--- config.mk ---
export PLATFORM = sky130hd
export DESIGN_NAME = array_drain
export DESIGN_NICKNAME = d
export VERILOG_FILES = /design/src/rtl/array_drain.sv
export SDC_FILE = /design/constraint.sdc
export NUM_CORES = 1
export LEC_CHECK = 0
export ABC_AREA = 1
export CORE_MARGIN = 8
export CORE_UTILIZATION = 58
export DETAILED_ROUTE_END_ITERATION = 7
export GPL_ROUTABILITY_DRIVEN = 0
export MAX_ROUTING_LAYER = met4
export PLACE_DENSITY_LB_ADDON = 0.08
export SYNTH_ARGS = -nofsm -noshare
export SYNTH_HDL_FRONTEND = slang
export SYNTH_SLANG_ARGS = --single-unit
--- constraint.sdc ---
create_clock -name clk -period 7.06 [get_ports clk]
set_input_delay 0.706 -clock clk [delete_from_list [all_inputs] [get_ports clk]]
set_output_delay 0.706 -clock clk [all_outputs]
set_load 0.01 [all_outputs]
--- src/rtl/array_drain.sv ---
// Drain side of the systolic array: de-skews the staggered down_out stream into a
// ROW_NUMBER x COLUMN_NUMBER result buffer, then streams it out one row per handshake.
module array_drain #(
    parameter int ROW_NUMBER    = 4,
    parameter int COLUMN_NUMBER = 4,
    parameter int DATA_WIDTH    = 8
) (
    input  logic                                  clk,
    input  logic                                  reset,
    input  logic                                  start,
    input  logic [DATA_WIDTH-1:0]                 down_out [0:COLUMN_NUMBER-1],
    output logic                                  busy,
    output logic                                  out_valid,
    input  logic                                  out_ready,
    output logic [COLUMN_NUMBER*DATA_WIDTH-1:0]   out_data,
    output logic [$clog2(ROW_NUMBER)-1:0]         out_row,
    output logic                                  out_last,
    output logic                                  done
);

    localparam int LAST_T = ROW_NUMBER + COLUMN_NUMBER - 2;
    localparam int CW     = $clog2(ROW_NUMBER + COLUMN_NUMBER);
    localparam int RW     = $clog2(ROW_NUMBER);
    localparam int ROW_W  = COLUMN_NUMBER * DATA_WIDTH;

    localparam logic [1:0] S_IDLE    = 2'd0;
    localparam logic [1:0] S_CAPTURE = 2'd1;
    localparam logic [1:0] S_OUTPUT  = 2'd2;

    logic [1:0]                         state_reg;
    logic [CW-1:0]                      cnt_reg;
    logic [RW-1:0]                      row_ptr_reg;
    logic [RW-1:0]                      row_ptr_next;
    logic [ROW_NUMBER*ROW_W-1:0]        buffer_flat;
    logic                               capture_en;

    assign capture_en   = (state_reg == S_CAPTURE);
    assign row_ptr_next = row_ptr_reg + 1'b1;
    assign busy         = (state_reg != S_IDLE);
    assign out_row      = row_ptr_reg;

    // Element (r,c) arrives on lane c exactly at capture step c + (ROW_NUMBER-1-r),
    // so every cell has a fixed write slot and out-of-window lane data is never stored.
    generate
        for (genvar gi = 0; gi < ROW_NUMBER; gi++) begin : g_row
            for (genvar gj = 0; gj < COLUMN_NUMBER; gj++) begin : g_col
                logic [DATA_WIDTH-1:0] cell_reg;

                always_ff @(posedge clk or posedge reset) begin
                    if (reset) begin
                        cell_reg <= '0;
                    end else if (capture_en && cnt_reg == CW'(gj + ROW_NUMBER - 1 - gi)) begin
                        cell_reg <= down_out[gj];
                    end
                end

                assign buffer_flat[gi*ROW_W + gj*DATA_WIDTH +: DATA_WIDTH] = cell_reg;
            end
        end
    endgenerate

    always_ff @(posedge clk or posedge reset) begin
        if (reset) begin
            state_reg   <= S_IDLE;
            cnt_reg     <= '0;
            row_ptr_reg <= '0;
            out_valid   <= 1'b0;
            out_data    <= '0;
            out_last    <= 1'b0;
            done        <= 1'b0;
        end else begin
            done <= 1'b0;
            case (state_reg)
                S_IDLE: begin
                    if (start) begin
                        state_reg <= S_CAPTURE;
                        cnt_reg   <= '0;
                    end
                end
                S_CAPTURE: begin
                    cnt_reg <= cnt_reg + 1'b1;
                    if (cnt_reg == CW'(LAST_T)) begin
                        state_reg   <= S_OUTPUT;
                        row_ptr_reg <= '0;
                    end
                end
                S_OUTPUT: begin
                    // First OUTPUT cycle only loads row 0 from the freshly written buffer.
                    if (!out_valid) begin
                        out_valid <= 1'b1;
                        out_data  <= buffer_flat[int'(row_ptr_reg)*ROW_W +: ROW_W];
                        out_last  <= (int'(row_ptr_reg) == ROW_NUMBER - 1);
                    end else if (out_ready) begin
                        if (out_last) begin
                            state_reg <= S_IDLE;
                            out_valid <= 1'b0;
                            out_last  <= 1'b0;
                            done      <= 1'b1;
                        end else begin
                            row_ptr_reg <= row_ptr_next;
                            out_data    <= buffer_flat[int'(row_ptr_next)*ROW_W +: ROW_W];
                            out_last    <= (int'(row_ptr_next) == ROW_NUMBER - 1);
                        end
                    end
                end
                default: state_reg <= S_IDLE;
            endcase
        end
    end

endmodule
# --- Word-level counts from Yosys, hierarchy flattened ---
# Index checks and enable logic that the tools add are counted.
word_totals:
  ff_bits: 170
  latchBits: 0
  ram_bits: 0
  romBits: 0
  in_bits: 36
  output_inout_bits: 38
  elab_cells: 88
  memories: 0
classes:
  add_sub_neg: 2
  multipliers: 0
  div: 0
  n_lt_le_gt_ge: 0
  n_eq_ne: 18
  shifts: 2
  muxes: 26
  n_bitwise: 0
  n_reduce_logical: 17
ops:
  columns: ["op", "n"]
  rows:
  - ["variable part select 128 x 8 -> 32 bit", 2]
  - ["2-to-1 mux 32 bit", 3]
  - ["2-to-1 mux 2 bit", 9]
  - ["inequality test 2 bit (second input constant)", 6]
  - ["2-to-1 mux 1 bit", 10]
  - ["AND reduction 5 bit", 2]
  - ["== test 3 bit (second input constant)", 3]
  - ["logical AND 1 bit", 7]
  - ["== test 2 x 1 -> 1 bit (second input constant)", 3]
  - ["== test 3 x 2 -> 1 bit (second input constant)", 2]
  - ["case mux 2 bit (3 select lines)", 1]
  - ["case mux 3 bit (2 select lines)", 1]
  - ["nonzero test 2 bit", 3]
  - ["inequality test 2 x 1 -> 1 bit (second input constant)", 2]
  - ["case mux 2 bit (2 select lines)", 1]
  - ["AND reduction 2 bit", 2]
  - ["adder 3 x 1 -> 3 bit (second input constant)", 1]
  - ["== test 3 x 1 -> 1 bit (second input constant)", 1]
  - ["zero test 3 bit", 1]
  - ["2-to-1 mux 3 bit", 1]
  - ["AND reduction 3 bit", 1]
  - ["adder 2 x 1 -> 2 bit (second input constant)", 1]
  - ["== test 2 bit (second input constant)", 1]
  - ["zero test 2 bit", 1]

# --- Logic depth before layout (Yosys ltp) ---
# Gate-level depths: netlist of the first run.
depth:
  ltp_word: 5
  mapped_depth: 11
  depth_no_buf: 10

# --- Least setup slack after synthesis of the first run ---
# OpenSTA, ideal clock, no wires.
synth_path:
  kind: "register to register"
  from: "reg row_ptr_reg[0] (netlist: out_row[0])"
  to: "reg out_data[0]"
  setup_ps: 117
  arrival_ps: 1479
  required_ps: 6943
  path_slack_ps: 5465
  path_stages_with_launch: 12
  path_buffers: 1
  period_less_slack_ps: 1595
  cell_sequence: "dfrtp_1 -> inv_1 -> ha_1 -> inv_1 -> nand2_1 -> nand2_2 -> inv_2 -> buf_6 -> nand3_1 -> nand2_1 -> nand2_1 -> nand2_1"
synth_between:
  elab_chain_len: 5
  elab_cells_between_ends: 6
  cone_classes: "add/sub (1); shift (2); mux (3)"
synth_lines:
  columns: ["item", "line", "text"]
  rows:
  - ["start, declared", "32", "logic [RW-1:0] row_ptr_reg;"]
  - ["start signal, assigned", "100", "row_ptr_reg <= row_ptr_next;"]
  - ["adder 2 x 1 -> 2 bit", "38", "assign row_ptr_next = row_ptr_reg + 1'b1;"]
  - ["variable part select 128 x 8 -> 32 bit", "101", "out_data <= buffer_flat[int'(row_ptr_next)*ROW_W +: ROW_W];"]
  - ["2-to-1 mux 32 bit", "94", "if (out_last) begin"]
  - ["2-to-1 mux 32 bit", "93", "end else if (out_ready) begin"]
  - ["2-to-1 mux 32 bit (*)", "89", "if (!out_valid) begin"]
  - ["end signal, assigned", "91", "out_data <= buffer_flat[int'(row_ptr_reg)*ROW_W +: ROW_W];"]
  - ["end signal, assigned", "101", null]
  - ["end, declared", "15", "output logic [COLUMN_NUMBER*DATA_WIDTH-1:0] out_data,"]
# Mark *: on every way between the ends. The rest lies on a longest branch, timed or not. The select of a mux whose other input is x is not followed.
# A chain may end at the register's enable or synchronous reset.

# --- Worst setup path after layout of the first run ---
layout_path:
  from: "reg row_ptr_reg[0] (netlist: out_row[0])"
  to: "reg out_data[5]"
# The elaborated chain is that of the path after synthesis.

==> summary.txt, run 1 <==
Timing
  – Transition time of the tightest slew-check pin: 1.00 ns
  – Achievable frequency: 0.356 GHz
  – Setup Total Neg Slack: 0 ns
  – Count of final hold-check violations: 0
  – Worst path setup slack after routing: 4.25 ns
  – Final period demand of the worst path: 2.81 ns
  – Final setup violation count: 0
  – Largest clock skew in the final design: 0.00606 ns
  – Pins over their slew limit: 0
  – Setup repair after global routing missed its margin: false
  – Part of the cycle the worst path needs: 39.8%
  – Worst slew margin relative to its limit: 33.0%
  – Worst hold margin: 0.481 ns

Clock network
  – Clock Tree Buf Depth: 2
  – Clock root buffer master: sky130_fd_sc_hd__clkbuf_16
  – Total setup buffers inserted after CTS: 0
  – CTS tree: done
  – Maximum level of the CTS H-tree: 4
  – Clock latency on the worst-skew pair: 0.43 ns
  – Number of sinks on the clock net: 170
  – Cts repair resizes: 0
  – Post-CTS Hold Buffers: 0
  – TritonCTS buffer count: 17
  – Clock-pin slew on the worst setup and hold paths: 0.06 ns

GRT
  – Via count of the first global-routing pass: 6491
  – Wire length of the first global-routing pass: 32.2 mm
  – Largest net degree at the start of global routing: 112
  – Total Routing Usage GR: 22.7%
  – Total grt overflow: 0
  – Initial antenna violation count: 0

Worst setup path
  – Data required time of the worst path: 7.42 ns
  – Worst Path Class, Setup: reg2reg
  – Type of element launching the critical path: flip-flop
  – Critical-path maximum fanout: 33
  – Arrival time of the worst setup path: 3.17 ns
  – Setup crit end kind: flip-flop

Finish
  – Ratio of cells with drive above 1 in the final layout: 4.60%
  – Post-layout utilization of the core: 67.9%
  – Flip-flop count of the largest register after layout: 128
  – Multi-input logic area: 0.00283 sq mm
  – Fin cells: 1267
  – Fillers: 1212
  – Register Area: 0.00425 sq mm
  – Total number of nets in the final design: 1118
  – Layout overhead on the synthesized area: 15.5%
  – Inserted Diodes: 0

Drt
  – Remaining number of nets flagged by the antenna check after routing: 0
  – Via density per instance: 5.18
  – Routed WL: 18.6 mm
  – Count of vias placed by the detailed router: 6563
  – Detailed Routing Iterations Pass 1: 5
  – Average routed wire per standard cell: 14.7 um
  – DRC violations left: 0
  – Violation count after the first detailed-routing iteration: 484

Outcome
  – Result of the run: finished, final reports clean

Synthesis
  – Average size of a mapped cell: 7.83 sq um
  – Netlist area before placement: 0.00810 sq mm
  – Post-Syn Nets: 1077
  – Count of yosys warnings during synthesis: 0
  – Count of different cell masters after synthesis: 20
  – Sequential share of the synthesized area: 52.5%
  – Cell count after synthesis: 1034
  – Flip-flop and latch count after synthesis: 170

Floorplan
  – Die area: 0.0180 sq mm
  – Boundary pin count: 74
  – Std-Cell Rows: 43
  – Placeable Area: 0.0138 sq mm
  – Overall die height: 134 um
  – Initial Util: 58.8%
  – Width of the die: 134 um

Pwr
  – Flop pwr share: 39.6%
  – Net Switching: 1.60 mW
  – Power per standard cell area: 456 mW/mm^2
  – Cell internal power dissipation: 2.66 mW
  – Power share of the clock group: 22.9%
  – Portion of total power attributed to combinational logic: 37.5%
  – Static Leakage: 5.05 nW
  – Proportion of total power due to net switching: 37.5%
  – Maximum resistive drop on vdd: 267 uV

Flow run
  – Reported max-cap violation count: 0

Place
  – PortBufs: 73
  – DP HPWL: 10.5 mm
  – Pre-CTS setup slack: 4.18 ns
  – Post-placement cell count: 1236

Worst hold path
  – Worst hold-check path type: reg2reg
## placed cells by master (no fill, tap or decap), types with 2 or more instances in the layout
cell and count:
sky130_fd_sc_hd__nand2_1 336, sky130_fd_sc_hd__inv_1 170, sky130_fd_sc_hd__dfrtp_1 170, sky130_fd_sc_hd__nand3_1 134, sky130_fd_sc_hd__o21ai_0 131, sky130_fd_sc_hd__clkdlybuf4s50_1 73, sky130_fd_sc_hd__clkbuf_16 17, sky130_fd_sc_hd__nor2_1 8
sky130_fd_sc_hd__ha_1 7, sky130_fd_sc_hd__clkinv_2 6, sky130_fd_sc_hd__nand2_2 5, sky130_fd_sc_hd__buf_4 5, sky130_fd_sc_hd__inv_2 4, sky130_fd_sc_hd__o21ai_1 4, sky130_fd_sc_hd__bufinv_16 4, sky130_fd_sc_hd__nand3_2 2
sky130_fd_sc_hd__o22ai_1 2, sky130_fd_sc_hd__nand2_4 2, sky130_fd_sc_hd__inv_6 2
## worst paths after layout
check / slack, ns / depth (start not counted) / from / end
setup / recovery: 4.25 / 10 / out_row[0] / out_data[5]
hold / removal: 0.48 / 2 / g_row[2].g_col[2].cell_reg[5] / g_row[2].g_col[2].cell_reg[5]
setup reg to reg: 4.25 / 10 / out_row[0] / out_data[5]
hold reg to reg: 0.48 / 2 / g_row[2].g_col[2].cell_reg[5] / g_row[2].g_col[2].cell_reg[5]
max in group asynchronous: 4.78 / 3 / reset / g_row[1].g_col[1].cell_reg[6]
min in group asynchronous: 0.88 / 2 / reset / out_valid
## power by group through the flow
stage	combinational (mW)	sequential (mW)	clock, mW
detailed placement	1.59	1.69	0
global placement	1.55	1.68	0
CTS	1.61	1.68	0.987
global route	1.87	1.74	1.03
floorplan	1.21	1.66	0
finish	1.60	1.69	0.977
## critical path, cell delays in order, from the launching register on
cell and delay [ns]:
sky130_fd_sc_hd__dfrtp_1 0.44, sky130_fd_sc_hd__inv_1 0.12, sky130_fd_sc_hd__ha_1 0.29, sky130_fd_sc_hd__inv_1 0.03
sky130_fd_sc_hd__nand2_1 0.08, sky130_fd_sc_hd__nand2_2 0.50, sky130_fd_sc_hd__inv_2 0.80, sky130_fd_sc_hd__nand3_1 0.17
sky130_fd_sc_hd__nand2_1 0.13, sky130_fd_sc_hd__nand2_1 0.06, sky130_fd_sc_hd__nand2_1 0.09
## kinds of logic (layout without fill, tap and decap cells)
group | after synthesis | in the layout | synth area share [%]
AND/OR/NAND/NOR | 488 | 488 | 25.2
buffers and inverters | 231 | 284 | 12.5
flip-flops | 170 | 170 | 52.5
AO/OA/AOI/OAI | 137 | 137 | 8.50
adder cells (fa/ha/maj) | 7 | 7 | 1.08
multiplexers | 1 | 1 | 0.124
## synthesized netlist by cell type, drive strengths merged
master | n | area share, %
nand2 | 343 | 16
inv | 175 | 8.1
dfrtp | 170 | 53
nand3 | 136 | 8.5
o21ai | 135 | 8.3
buf | 47 | 4.0
clkbuf | 9 | 0.42
nor2 | 8 | 0.37
ha | 7 | 1.1
o22ai | 2 | 0.15
mux2i | 1 | 0.12
nand4 | 1 | 0.077
## layer usage
metal  GRT usage [%]  share of wire [%]  vias up
met5               -                  0        -
met4            7.30                1.6        0
met3            4.34                6.0       25
met2            35.0                 46      212
met1            29.9                 47     3058
li1                -                  -     3268
## cell type report
cell class                      count  share of cell area (%)
Clock buffer                       18                    4.70
Clock inverter                     13                    1.87
Inverter                          175                    7.08
Multi-Input combinational cell    633                    30.2
Sequential cell                   170                    45.5
Tap cell                          180                    2.41
Timing Repair Buffer               78                    8.22
## per-stage QoR
step / cell area (sq um) / power, mW
floorplan: 8100 / 2.87
global placement: 8740 / 3.24
detailed placement: 8740 / 3.29
CTS: 9350 / 4.28
global route: 9350 / 4.64
finish: 9350 / 4.26
Note: power is estimated with default switching activity, not from simulation.
==> inputs of run 2 (changes only) <==
- clock period: 7.06 -> 2.9 ns (I/O delays scaled with it)
==> run 2 against run 1 <==
Against the previous run: combinational power is 140% higher; largest cell class unchanged; critical path type unchanged; highest routed layer unchanged; sequential cell count stayed put; count of clock-buffer cells in the layout is 6 higher.
==> summary.txt, run 2 (synthesis gave the netlist of run 1 again) <==
Floorplan
  – Boundary pin count: 74 (unchanged)
  – Overall die height: 134 um (unchanged)
  – Die area: 0.0180 sq mm (unchanged)
  – Std-Cell Rows: 43 (unchanged)
  – Placeable Area: 0.0138 sq mm (unchanged)
  – Width of the die: 134 um (unchanged)
  – Initial Util: 58.8% (unchanged)

GRT
  – Met2 Track Usage GR: 36.3% (+1.4 points)
  – Via count of the first global-routing pass: 6597 (+1.6%)
  – Wire length of the first global-routing pass: 31.9 mm (-0.81%)
  – Total grt overflow: 0 (unchanged)
  – Busiest layer in global routing: met2
  – Total Routing Usage GR: 22.6% (-0.12 points)
  – Initial antenna violation count: 0 (unchanged)
  – Met3 GRT Util: 5.20% (+0.86 points)
  – Met1 routing resource usage after global routing: 28.4% (-1.5 points)
  – Largest net degree at the start of global routing: 76 (-32%)

Outcome
  – Result of the run: finished, final reports clean

Place
  – DP HPWL: 10.8 mm (+2.7%)
  – PortBufs: 73 (unchanged)
  – Post-placement cell count: 1242 (+0.49%)

Finish
  – Highest-count cells in the layout ignoring fill and taps: 336 x sky130_fd_sc_hd__nand2_1, 170 x sky130_fd_sc_hd__inv_1, 170 x sky130_fd_sc_hd__dfrtp_1
  – Most frequent standard cell in the layout excluding fill and tap cells: sky130_fd_sc_hd__nand2_1
  – Register Area: 0.00425 sq mm (unchanged)
  – Layout overhead on the synthesized area: 16.4%
  – Multi-input logic area: 0.00283 sq mm (unchanged)
  – Inserted Diodes: 0 (unchanged)
  – Total number of nets in the final design: 1124 (+0.54%)
  – Ratio of cells with drive above 1 in the final layout: 4.84% (+0.24 points)
  – Fin cells: 1274 (+0.55%)
  – Flip-flop count of the largest register after layout: 128 (unchanged)
  – Fillers: 1186 (-2.1%)

Clock network
  – Total setup buffers inserted after CTS: 0 (unchanged)
  – CTS tree: done
  – Number of sinks on the clock net: 170 (unchanged)
  – Clock latency on the worst-skew pair: 0.43 ns (about the same)
  – Clock Tree Buf Depth: 2 (unchanged)
  – Maximum level of the CTS H-tree: 4 (unchanged)
  – Post-CTS Hold Buffers: 0 (unchanged)
  – Cts repair resizes: 0 (unchanged)
  – TritonCTS buffer count: 17 (unchanged)
  – Clock-pin slew on the worst setup and hold paths: 0.06 ns (about the same)
  – Clock root buffer master: sky130_fd_sc_hd__clkbuf_16

Timing
  – Count of final hold-check violations: 0 (unchanged)
  – Achievable frequency: 0.476 GHz (+34%)
  – Setup Total Neg Slack: 0 ns (unchanged)
  – Largest clock skew in the final design: 0.00817 ns (+0.00211 ns)
  – Pins over their slew limit: 0 (unchanged)
  – Transition time of the tightest slew-check pin: 0.966 ns (-0.0370 ns)
  – Final period demand of the worst path: 2.10 ns (-0.706 ns)
  – Worst slew margin relative to its limit: 35.5% (+2.5 points)
  – Setup repair after global routing missed its margin: false
  – Final setup violation count: 0 (unchanged)
  – Part of the cycle the worst path needs: 72.5% (+33 points)

Worst setup path
  – CP peak stage delay: 0.74 ns (-0.06 ns)
  – Endpoint of the most critical register-to-register path: g_row[2].g_col[3].cell_reg[5]
  – Critical-path maximum fanout: 48 (+45%)
  – Type of element launching the critical path: flip-flop
  – Setup crit end kind: flip-flop
  – Arrival time of the worst setup path: 2.41 ns (-0.76 ns)
  – Worst-path cell with the longest stage delay: sky130_fd_sc_hd__nand3_2
  – Data required time of the worst path: 3.21 ns (-4.21 ns)
  – Worst reg2reg path startpoint: cnt_reg[0]
  – Cells on worst reg2reg path: 4 (-6)
  – Worst Path Class, Setup: reg2reg
  – Setup slack of the worst register-to-register path: 0.80 ns (-3.45 ns)
  – Cell-by-cell listing of the critical path: inv_1 > ha_1 > nand3_2 > o21ai_0

Drt
  – Detailed Routing Iterations Pass 1: 5 (unchanged)
  – Via density per instance: 5.14 (-0.75%)
  – Routed WL: 18.5 mm (-0.79%)
  – Violation count after the first detailed-routing iteration: 541 (+12%)
  – Count of vias placed by the detailed router: 6550 (-0.20%)
  – DRC violations left: 0 (unchanged)
  – Average routed wire per standard cell: 14.5 um (-1.3%)
  – Remaining number of nets flagged by the antenna check after routing: 0 (unchanged)

Pwr
  – Power per standard cell area: 1100 mW/mm^2 (+140%)
  – Maximum resistive drop on vdd: 605 uV (+130%)
  – Static Leakage: 5.09 nW (+0.69%)
  – Total Power: 10.4 mW (+140%)

Flow run
  – Reported max-cap violation count: 0 (unchanged)

Worst hold path
  – Worst hold-check path type: in2async
## run 2: changes by cell type in the layout (fill, tap and decap cells not counted)
cell	change
sky130_fd_sc_hd__clkinv_4	-1
sky130_fd_sc_hd__clkinv_2	-2
sky130_fd_sc_hd__buf_4	+4
sky130_fd_sc_hd__buf_12	+2
sky130_fd_sc_hd__inv_6	-2
sky130_fd_sc_hd__clkbuf_8	+2
sky130_fd_sc_hd__clkbuf_1	+4
## run 2: layer usage
metal	routed length, um	vias to the layer above
met5	0	-
met4	186	0
met3	893	18
met2	9040	135
met1	8370	3112
li1	-	3285
## run 2: where the power goes
group          leakage [nW]  switching [mW]  internal (mW)  total [mW]
sequential             2.11           0.595           3.48        4.08
clock                 0.308           0.892           1.50        2.40
combinational          2.67            2.32           1.57        3.89
## run 2: worst max path at each step
stage                             from                             to  slack (ns)
after floorplan                  reset                     cnt_reg[0]        0.44
after global placement    state_reg[1]  g_row[2].g_col[3].cell_reg[3]        0.87
after detailed placement    cnt_reg[0]  g_row[0].g_col[1].cell_reg[1]        0.81
after CTS                   out_row[0]                   out_data[26]        0.82
after global routing      state_reg[1]  g_row[2].g_col[3].cell_reg[5]        0.58
final                       cnt_reg[0]  g_row[2].g_col[3].cell_reg[5]        0.80
## run 2: critical path, delay by kind of cell, from the launching register on
kind	cells	cell delay (ns)
AND/OR/NAND/NOR	1	0.74
adder cells (fa/ha/maj)	1	0.20
buffers and inverters	1	0.12
flip-flops	1	0.40
AO/OA/AOI/OAI	1	0.50
## run 2: stage by stage
stage / instance area, sq um / hold WS [ns] / util [%] / worst slack, ns
floorplan: 8100 / 0.448 / - / 0.441
global placement: 8810 / 0.461 / 63.9 / 0.868
detailed placement: 8810 / 0.464 / 63.9 / 0.807
CTS: 9430 / 0.317 / 68.5 / 0.820
global route: 9430 / 0.356 / 68.5 / 0.579
finish: 9430 / 0.303 / 68.5 / 0.799
## run 2: final cells by class
type	instances	area share [%]
inverter	175	7.01
clock buffer	24	5.11
multi-input combinational	633	30.0
timing repair buffer	84	8.89
tap	180	2.39
sequential	170	45.1
clock inverter	8	1.49
==> inputs of run 3 (changes only) <==
- clock period: 2.9 -> 2.1 ns (I/O delays scaled with it)
==> run 3 against run 2 <==
Against the previous run: sequential cell count unchanged; total power rose by 40%; via count increased by 0.73%; highest routed layer unchanged; sequential power up 38%; clock skew down 0.00074 ns; wire length increased by 1.0%; die area stayed put; final cell count increased by 0.55%; count of clock-buffer cells in the layout is 3 lower.
==> summary.txt, run 3 (synthesis gave the netlist of run 1 again) <==
Outcome
  – Result of the run: finished, final reports clean

Worst setup path
  – Critical-path maximum fanout: 32 (-33%)
  – Worst reg2reg path startpoint: out_row[0]
  – Data required time of the worst path: 2.47 ns (-0.74 ns)
  – Worst Path Class, Setup: reg2reg
  – Type of element launching the critical path: flip-flop
  – Setup crit end kind: flip-flop
  – Arrival time of the worst setup path: 2.26 ns (-0.15 ns)
  – Launching instance or port of the critical path: out_row[0]

Pwr
  – Cell internal power dissipation: 9.10 mW (+39%)
  – Static Leakage: 5.16 nW (+1.4%)
  – Power share of the clock group: 22.6% (-0.5 points)
  – Maximum resistive drop on vdd: 797 uV (+32%)
  – Flop pwr share: 39.0% (-0.4 points)
  – Proportion of total power due to net switching: 37.1% (+0.39 points)
  – Power per standard cell area: 1510 mW/mm^2 (+38%)
  – Portion of total power attributed to combinational logic: 38.4% (+0.9 points)
  – Net Switching: 5.37 mW (+41%)
  – Total Power: 14.5 mW (+40%)

Clock network
  – Total setup buffers inserted after CTS: 0 (unchanged)
  – Clock-pin slew on the worst setup and hold paths: 0.06 ns (about the same)
  – Maximum level of the CTS H-tree: 4 (unchanged)
  – Clock latency on the worst-skew pair: 0.42 ns (about the same)
  – CTS tree: done
  – Clock root buffer master: sky130_fd_sc_hd__clkbuf_16
  – Number of sinks on the clock net: 170 (unchanged)
  – Clock Tree Buf Depth: 2 (unchanged)
  – TritonCTS buffer count: 17 (unchanged)

Floorplan
  – Std-Cell Rows: 43 (unchanged)
  – Initial Util: 58.8% (unchanged)
  – Placeable Area: 0.0138 sq mm (unchanged)
  – Overall die height: 134 um (unchanged)
  – Boundary pin count: 74 (unchanged)
  – Die area: 0.0180 sq mm (unchanged)
  – Width of the die: 134 um (unchanged)

Place
  – DP HPWL: 11.2 mm (+3.4%)
  – PortBufs: 73 (unchanged)

Timing
  – Setup Total Neg Slack: 0 ns (unchanged)
  – Largest clock skew in the final design: 0.00743 ns (-0.000745 ns)
  – Setup repair after global routing missed its margin: false
  – Count of final hold-check violations: 0 (unchanged)
  – Final period demand of the worst path: 1.89 ns (-0.208 ns)
  – Final setup violation count: 0 (unchanged)
  – Achievable frequency: 0.528 GHz (+11%)
  – Part of the cycle the worst path needs: 90.1% (+18 points)
  – Transition time of the tightest slew-check pin: 0.581 ns (-0.385 ns)
  – Pins over their slew limit: 0 (unchanged)
  – Worst slew margin relative to its limit: 61.2% (+26 points)

Drt
  – DRC violations left: 0 (unchanged)
  – Via density per instance: 5.15 (+0.18%)
  – Detailed Routing Iterations Pass 1: 5 (unchanged)
  – Routed WL: 18.7 mm (+1.0%)
  – Violation count after the first detailed-routing iteration: 473 (-13%)
  – Remaining number of nets flagged by the antenna check after routing: 0 (unchanged)
  – Average routed wire per standard cell: 14.6 um (+0.49%)
  – Count of vias placed by the detailed router: 6598 (+0.73%)

GRT
  – Wire length of the first global-routing pass: 31.5 mm (-1.2%)
  – Via count of the first global-routing pass: 6499 (-1.5%)
  – Initial antenna violation count: 0 (unchanged)
  – Largest net degree at the start of global routing: 101 (+33%)
  – Total Routing Usage GR: 22.4% (-0.22 points)
  – Total grt overflow: 0 (unchanged)

Finish
  – Fillers: 1189 (+0.25%)
  – Ratio of cells with drive above 1 in the final layout: 5.81% (+0.97 points)
  – Inserted Diodes: 0 (unchanged)
  – Highest-count cells in the layout ignoring fill and taps: 336 x sky130_fd_sc_hd__nand2_1, 170 x sky130_fd_sc_hd__inv_1, 170 x sky130_fd_sc_hd__dfrtp_1
  – Flip-flop count of the largest register after layout: 128 (unchanged)
  – Register Area: 0.00425 sq mm (unchanged)
  – Most frequent standard cell in the layout excluding fill and tap cells: sky130_fd_sc_hd__nand2_1
  – Multi-input logic area: 0.00283 sq mm (unchanged)
  – Layout overhead on the synthesized area: 18.1%
  – Total number of nets in the final design: 1131 (+0.62%)

Worst hold path
  – Worst hold-check path type: in2async

Flow run
  – Reported max-cap violation count: 0 (unchanged)
## run 3: changes by cell type in the layout (fill, tap and decap cells not counted)
cell,before,now
sky130_fd_sc_hd__clkinv_2,4,5
sky130_fd_sc_hd__inv_6,0,1
sky130_fd_sc_hd__clkbuf_1,4,0
sky130_fd_sc_hd__clkinv_4,0,2
sky130_fd_sc_hd__buf_6,0,1
sky130_fd_sc_hd__buf_12,2,8
sky130_fd_sc_hd__bufinv_16,4,3
sky130_fd_sc_hd__inv_4,0,1
sky130_fd_sc_hd__clkbuf_8,3,4
sky130_fd_sc_hd__inv_2,4,3
## run 3: critical path, stage by stage, from the launching register on
cell                      delay, ns
sky130_fd_sc_hd__dfrtp_1       0.47
sky130_fd_sc_hd__inv_1         0.13
sky130_fd_sc_hd__ha_1          0.29
sky130_fd_sc_hd__inv_1         0.03
sky130_fd_sc_hd__nand2_1       0.08
sky130_fd_sc_hd__nand2_2       0.09
sky130_fd_sc_hd__inv_4         0.34
sky130_fd_sc_hd__nand3_1       0.17
sky130_fd_sc_hd__nand2_1       0.11
sky130_fd_sc_hd__nand2_1       0.05
sky130_fd_sc_hd__nand2_1       0.06
## run 3: per-stage QoR
stage / setup WS, ns / std cells / util, % / hold slack (ns) / cell area (sq um)
after CTS: 0.129 / 1281 / 69.4 / 0.242 / 9560
after global placement: 0.137 / 1249 / 64.9 / 0.460 / 8930
after detailed placement: 0.0521 / 1249 / 64.9 / 0.465 / 8930
after global routing: 0.0884 / 1281 / 69.4 / 0.278 / 9560
after floorplan: -0.279 / 1034 / - / 0.368 / 8100
final: 0.207 / 1281 / 69.4 / 0.242 / 9560
## run 3: layout make-up
class,instances,share of cell area [%]
inverters,175,6.94
clock inverters,11,1.48
well taps,180,2.36
flip-flops and latches,170,44.5
repair buffers,91,10.1
multi-input cells,633,29.6
clock buffers,21,5.02
## run 3: worst paths after layout
kind	slack [ns]	cells past startpoint	endpoint
worst max-delay path	0.21	10	out_data[31]
worst min-delay path	0.24	3	g_row[3].g_col[1].cell_reg[1]
worst max register to register	0.21	10	out_data[31]
worst min register to register	0.48	2	out_data[8]
max in group asynchronous	1.36	3	g_row[1].g_col[2].cell_reg[1]
min in group clk	0.37	3	state_reg[0]
## run 3: layer usage
metal  part of all wire [%]  vias to the layer above  global-route usage (%)
li1                       -                     3304                       -
met1                     45                     3118                    27.5
met2                     49                      162                    36.8
met3                    5.0                       14                    4.82
met4                    1.0                        0                    6.24
met5                      0                        -                       -
## run 3: power by group through the flow
stage / registers, mW / logic [mW] / clock network, mW
4_1_cts: 5.64 / 5.61 / 3.31
3_3_place_gp: 5.63 / 5.40 / 0
5_1_grt: 5.82 / 6.43 / 3.44
2_1_floorplan: 5.59 / 4.06 / 0
3_5_place_dp: 5.67 / 5.54 / 0
6_report: 5.64 / 5.56 / 3.27
## run 3: what timing repair did
action	in CTS	in global routing
endpoints found under the setup margin	1	1
gates cloned	0	0
hold buffers	0	0
gates resized for setup	1	1
